File: src/rtl/dcache_mem_ctrl_if.sv
// dcache_mem_ctrl_if: cache-side and RAM-side signals of dcache_mem_ctrl.
// slave is the controller view, master is the caches/RAM view.
interface dcache_mem_ctrl_if;
  logic        dREN;
  logic        dWEN;
  logic [31:0] daddr;
  logic [31:0] dstore;
  logic        dwait;
  logic [31:0] dload;
  logic        iREN;
  logic [31:0] iaddr;
  logic        iwait;
  logic [31:0] iload;
  logic        ramREN;
  logic        ramWEN;
  logic [31:0] ramaddr;
  logic [31:0] ramstore;
  logic [31:0] ramload;
  logic [1:0]  ramstate;
  logic        mem_err;

  modport slave (
    input  dREN, dWEN, daddr, dstore,
    output dwait, dload,
    input  iREN, iaddr,
    output iwait, iload,
    output ramREN, ramWEN, ramaddr, ramstore,
    input  ramload, ramstate,
    output mem_err
  );

  modport master (
    output dREN, dWEN, daddr, dstore,
    input  dwait, dload,
    output iREN, iaddr,
    input  iwait, iload,
    input  ramREN, ramWEN, ramaddr, ramstore,
    output ramload, ramstate,
    input  mem_err
  );
endinterface

File: src/rtl/dcache_mem_ctrl.sv
// dcache_mem_ctrl: dcache-first arbiter of both caches onto one RAM port.
// Define MEM_TIMEOUT_EN for a sticky mem_err on stalled RAM accesses.
module dcache_mem_ctrl #(
  parameter int LOCK_CYCLES = 4,
  parameter int TIMEOUT     = 256
) (
  input logic CLK,
  input logic nRST,
  dcache_mem_ctrl_if.slave bus
);

  typedef enum logic [1:0] {
    IDLE,
    DSVC,
    ISVC,
    DLOCK
  } state_t;

  localparam int LW = (LOCK_CYCLES > 1) ? $clog2(LOCK_CYCLES) : 1;
  localparam logic [1:0] ACCESS = 2'b10;

  state_t state;
  state_t next;
  logic [LW-1:0] lcnt;
  logic [LW-1:0] lcnt_n;
  logic dreq;
  logic done;

  assign dreq = bus.dREN | bus.dWEN;
  assign done = (bus.ramstate == ACCESS);

  always_ff @(posedge CLK or negedge nRST) begin
    if (!nRST) begin
      state <= IDLE;
      lcnt  <= '0;
    end else begin
      state <= next;
      lcnt  <= lcnt_n;
    end
  end

  always_comb begin
    next         = state;
    lcnt_n       = lcnt;
    bus.dwait    = 1'b1;
    bus.iwait    = 1'b1;
    bus.dload    = '0;
    bus.iload    = '0;
    bus.ramREN   = 1'b0;
    bus.ramWEN   = 1'b0;
    bus.ramaddr  = '0;
    bus.ramstore = '0;
    unique case (state)
      IDLE: begin
        if (dreq)
          next = DSVC;
        else if (bus.iREN)
          next = ISVC;
      end
      DSVC: begin
        if (!dreq) begin
          next = IDLE;
        end else begin
          bus.ramaddr  = bus.daddr;
          bus.ramstore = bus.dstore;
          bus.ramWEN   = bus.dWEN;
          bus.ramREN   = !bus.dWEN;
          if (done) begin
            bus.dwait = 1'b0;
            bus.dload = bus.dWEN ? '0 : bus.ramload;
            // even word: keep the RAM for the odd half of the block
            next      = bus.daddr[2] ? IDLE : DLOCK;
            lcnt_n    = '0;
          end
        end
      end
      ISVC: begin
        if (!bus.iREN) begin
          next = IDLE;
        end else begin
          bus.ramREN  = 1'b1;
          bus.ramaddr = bus.iaddr;
          if (done) begin
            bus.iwait = 1'b0;
            bus.iload = bus.ramload;
            next      = IDLE;
          end
        end
      end
      DLOCK: begin
        if (dreq)
          next = DSVC;
        else if (lcnt == LW'(LOCK_CYCLES - 1))
          next = IDLE;
        else
          lcnt_n = lcnt + 1'b1;
      end
      default: next = IDLE;
    endcase
  end

`ifdef MEM_TIMEOUT_EN
  logic [15:0] tcnt;
  logic        err;
  logic        svc;

  assign svc = (state == DSVC) || (state == ISVC);

  always_ff @(posedge CLK or negedge nRST) begin
    if (!nRST) begin
      tcnt <= '0;
      err  <= 1'b0;
    end else if (svc && (next == state)) begin
      if (tcnt != 16'hFFFF)
        tcnt <= tcnt + 16'd1;
      if ((tcnt + 16'd1) == 16'(TIMEOUT))
        err <= 1'b1;
    end else begin
      tcnt <= '0;
    end
  end

  assign bus.mem_err = err;
`else
  logic unused_timeout;
  assign unused_timeout = ^TIMEOUT;
  assign bus.mem_err = 1'b0;
`endif

endmodule

File: src/flat_wrapper.sv
// flat-port wrapper written by rule: the top's interface ports become plain ports
module dcache_mem_ctrl_flat 
#(
  parameter int LOCK_CYCLES = 4,
  parameter int TIMEOUT     = 256
)
  (CLK, nRST, bus_dREN, bus_dWEN, bus_daddr, bus_dstore, bus_dwait, bus_dload, bus_iREN, bus_iaddr, bus_iwait, bus_iload, bus_ramREN, bus_ramWEN, bus_ramaddr, bus_ramstore, bus_ramload, bus_ramstate, bus_mem_err);
  dcache_mem_ctrl_if bus_i ();
  input logic CLK;
  input logic nRST;
  input wire logic [$bits(bus_i.dREN)-1:0] bus_dREN;
  input wire logic [$bits(bus_i.dWEN)-1:0] bus_dWEN;
  input wire logic [$bits(bus_i.daddr)-1:0] bus_daddr;
  input wire logic [$bits(bus_i.dstore)-1:0] bus_dstore;
  output wire logic [$bits(bus_i.dwait)-1:0] bus_dwait;
  output wire logic [$bits(bus_i.dload)-1:0] bus_dload;
  input wire logic [$bits(bus_i.iREN)-1:0] bus_iREN;
  input wire logic [$bits(bus_i.iaddr)-1:0] bus_iaddr;
  output wire logic [$bits(bus_i.iwait)-1:0] bus_iwait;
  output wire logic [$bits(bus_i.iload)-1:0] bus_iload;
  output wire logic [$bits(bus_i.ramREN)-1:0] bus_ramREN;
  output wire logic [$bits(bus_i.ramWEN)-1:0] bus_ramWEN;
  output wire logic [$bits(bus_i.ramaddr)-1:0] bus_ramaddr;
  output wire logic [$bits(bus_i.ramstore)-1:0] bus_ramstore;
  input wire logic [$bits(bus_i.ramload)-1:0] bus_ramload;
  input wire logic [$bits(bus_i.ramstate)-1:0] bus_ramstate;
  output wire logic [$bits(bus_i.mem_err)-1:0] bus_mem_err;
  assign bus_i.dREN = bus_dREN;
  assign bus_i.dWEN = bus_dWEN;
  assign bus_i.daddr = bus_daddr;
  assign bus_i.dstore = bus_dstore;
  assign bus_dwait = bus_i.dwait;
  assign bus_dload = bus_i.dload;
  assign bus_i.iREN = bus_iREN;
  assign bus_i.iaddr = bus_iaddr;
  assign bus_iwait = bus_i.iwait;
  assign bus_iload = bus_i.iload;
  assign bus_ramREN = bus_i.ramREN;
  assign bus_ramWEN = bus_i.ramWEN;
  assign bus_ramaddr = bus_i.ramaddr;
  assign bus_ramstore = bus_i.ramstore;
  assign bus_i.ramload = bus_ramload;
  assign bus_i.ramstate = bus_ramstate;
  assign bus_mem_err = bus_i.mem_err;
  dcache_mem_ctrl #(.LOCK_CYCLES(LOCK_CYCLES), .TIMEOUT(TIMEOUT)) u_core (.CLK(CLK), .nRST(nRST), .bus(bus_i));
endmodule
File: config.mk
export PLATFORM = sky130hd
export DESIGN_NAME = dcache_mem_ctrl_flat
export DESIGN_NICKNAME = d
export VERILOG_FILES = /design/src/rtl/dcache_mem_ctrl_if.sv /design/src/rtl/dcache_mem_ctrl.sv /design/src/flat_wrapper.sv
export SDC_FILE = /design/constraint.sdc
export NUM_CORES = 1
export LEC_CHECK = 0
export CAP_MARGIN = 20
export CORE_AREA = 2 2 103 105
export CTS_CLUSTER_SIZE = 30
export DETAILED_ROUTE_END_ITERATION = 8
export DIE_AREA = 0 0 105 107
export PLACE_DENSITY = 0.67
export SKIP_LAST_GASP = 1
export SLEW_MARGIN = 10
export SYNTH_ARGS = -nofsm -noshare
export SYNTH_HDL_FRONTEND = slang
export SYNTH_SLANG_ARGS = --single-unit
File: constraint.sdc
create_clock -name CLK -period 1.6 [get_ports CLK]
set_input_delay 0.32 -clock CLK [delete_from_list [all_inputs] [get_ports CLK]]
set_output_delay 0.32 -clock CLK [all_outputs]
set_load 0.01 [all_outputs]
==> metrics.md <==
| Metric | Value |
|---|---|
| Max FO, Critical Path | 7 |
| Top-area cell type share of the netlist area | 22.8% |
| Max frequency | approximately 0.48 GHz |
| Vias in the first global route | between 3,000 and 4,000 |
| Max-cap violation count | 0 |
| Initial Utilization | 17.4% |
| Area leader, netlist | and3_1 |
| Pin count of the biggest net entering global routing | 33 |
| Area grow syn2layout | 248% |
| Initial antenna violation count | 0 |
| Total CTS buffers | 3 |
| Power, Total | about 6.2 mW |
| Layout cells sized above 1 | 68.7% |
| WS Path Type | flip-flop to output port |
| # DRC | 0 |
| Die ar. | 11,200 um2 |
| Ant diodes | 0 |
| Final setup fails | 135 |
| Final Core Density | 60.5% |
| CP cell instances | inv_2, ha_4, and2_4, buf_6, buf_12, buf_16, a22oi_2, nor2b_2, buf_2 |
| Cells after Synth | 239 |
| Post-Syn Nets | 381 |
| FP Rows | 37 |
| Reg-to-reg slack, setup | -0.22 ns |
| Placed Area | a little under 5000 um2 |
| Clock transition at path regs | around 0.030 ns |
| Final Net Count | 703 |
| Worst endpoint required time | 1.28 ns |
| Static Leakage | between 2 and 3 nW |
| Post-synthesis average cell area | 7.34 um2 |
| Peak VDD IR | 0.000732 V |
| Commonest cells after routing, fill and taps aside | clkdlybuf4s50_1 (129), buf_6 (114), and3_4 (63) |
| Largest cells by area after synthesis | and3_1 (23%), a22oi_2 (21%), and2_1 (12%) |
| Synth unique cells | 30 |
| Slew Limit Fails | 0 |
| Via-per-instance ratio | 4.53 |
| Clk buf depth | 2 |
| Worst Slack Setup Final | -0.475 ns |
| Yosys warns | 0 |
| Max stage delay cell, worst path | dfrtp_2 |
| Critical Path AT | 1.75 ns |
| Grt total ovfl | 0 |
| CTS tree | yes |
| Crit end category | output port |
| Fin crit share | 130% |
| Die W | around 110 um |
| First-pass GRT wire length | ~18,000 um |
| Hold crit path type | input pin to asynchronous set/reset pin |
| Sequential fraction of the synthesis area | 5.71% |
| Clk_skew | 0.00289 ns |
| Seq cells post-synth | 4 |
| CTS HTree Levels | 1 |
| CP max stage delay | around 0.40 ns |
| Initial drt markers | a little under 70 |
| Clk root buf | clkbuf_8 |
| Final WL | 12,500 um |
| Tmin final | 2.07 ns |
| Port Buffer Count | 266 |
| Most common cell after layout, fill and taps aside | clkdlybuf4s50_1 |
| CP startpoint kind | flip-flop |
| Buffers & Inverters on Critical Path | 5 |
| Status | complete, but fails checks |
| FFs w/ async S/R, synth | 100% |
| Detail Placement HPWL | approximately 8000 um |
| Delay-heaviest family, CP | buffers and inverters |
| Synth Flop Type | dfrtp_1 |
| RSZ-0062 raised after global routing | yes |
| Core area | 10,100 um2 |
| Avg WL per Cell | around 18 um |
| Violated checks | setup timing |
| Number of synthesized flops with an enable pin | 0 |
| First-pass DRT Iterations | 4 |
| Worst skew pair latency | 0.21 ns |
| Final GP Congestion | 0.848 |
| Remaining antenna violation count after routing | 0 |
| Ports | 268 |
| Clock Sinks | 4 |
| All-Layer GR Usage | 20.3% |
| Via Count | 3,151 |
| Pwr dens | 1010 nW/um2 |
| Fin. Hold Viols | 0 |
| Die height | approximately 110 um |
| Fin area | 6100 um2 |
| Post-Syn Area | about 1800 um2 |
==> sequential cells by signal, summed over array words and instances (netlist names) <==
signal,cells
u_core.lcnt,2
u_core.state,2
==> where the power goes <==
group / internal, mW / switching, mW
clock: 0.160 / 0.0447
sequential: 0.140 / 0.0435
combinational: 3.64 / 2.15
==> what timing repair did <==
action                     CTS  global route
hold buffers                 0             0
gates resized for setup    731            79
pin swaps                   41            17
gates cloned                17             0
setup endpoints to repair  134           136
buffers inserted            35             4
==> metrics by stage <==
step                setup TNS, ns  setup WS [ns]  hold slack, ns  instances
detailed placement        -100.46         -0.849           0.534        643
floorplan                   -1.97        -0.0352          0.0244        239
CTS                        -50.82         -0.481           0.312        697
finish                     -48.45         -0.475           0.309        695
global route               -56.98         -0.547           0.326        695
global placement           -98.93         -0.843           0.518        643
==> per-layer routing <==
metal  share of wire [%]  global-route usage, %  up-vias
li1                    -                      -     1492
met1                  36                   22.1     1461
met2                  53                   39.0      182
met3                 8.8                   5.71       16
met4                 1.9                   4.38        0
met5                   0                      0        -
==> cells in the mapped netlist, types with 2 or more instances <==
| cell | instances |
|---|---|
| and3_1 | 64 |
| and2_1 | 34 |
| nor2b_1 | 33 |
| a22oi_2 | 30 |
| clkbuf_1 | 18 |
| ha_1 | 7 |
| inv_1 | 6 |
| a21oi_1 | 5 |
| buf_2 | 5 |
| buf_6 | 5 |
| nor2_1 | 5 |
| dfrtp_1 | 4 |
| nand2_1 | 3 |
| mux2i_1 | 2 |
| nand2b_1 | 2 |
| o21ai_0 | 2 |
==> cell type report <==
class | count | area (um2)
Tap cell | 136 | 170
Inverter | 6 | 22.5
Multi-Input combinational cell | 200 | 2090
Clock buffer | 3 | 41.3
Fill cell | 889 | 3990
Timing Repair Buffer | 346 | 3670
Sequential cell | 4 | 101
==> final timing paths <==
check / startpoint / to / cells past startpoint
setup / recovery: u_core.state[0] / bus_ramaddr[28] / 9
hold / removal: nRST / u_core.lcnt[0] / 1
setup reg to reg: u_core.state[0] / u_core.lcnt[0] / 9
hold reg to reg: u_core.lcnt[1] / u_core.lcnt[1] / 2
max in group asynchronous: nRST / u_core.state[0] / 1
min in group CLK: u_core.lcnt[1] / u_core.lcnt[1] / 2
==> cell families after synthesis <==
| logic type | Yosys count | synth area share (%) |
|---|---|---|
| DFF | 4 | 5.71 |
| other | 1 | 0.214 |
| AOI/OAI and AO/OA | 42 | 25.6 |
| buffers and inverters | 35 | 10.2 |
| muxes | 3 | 1.78 |
| and+or+nand+nor | 147 | 51.5 |
| adders and majority gates | 7 | 4.99 |
Power figures use the tool's default switching activity.
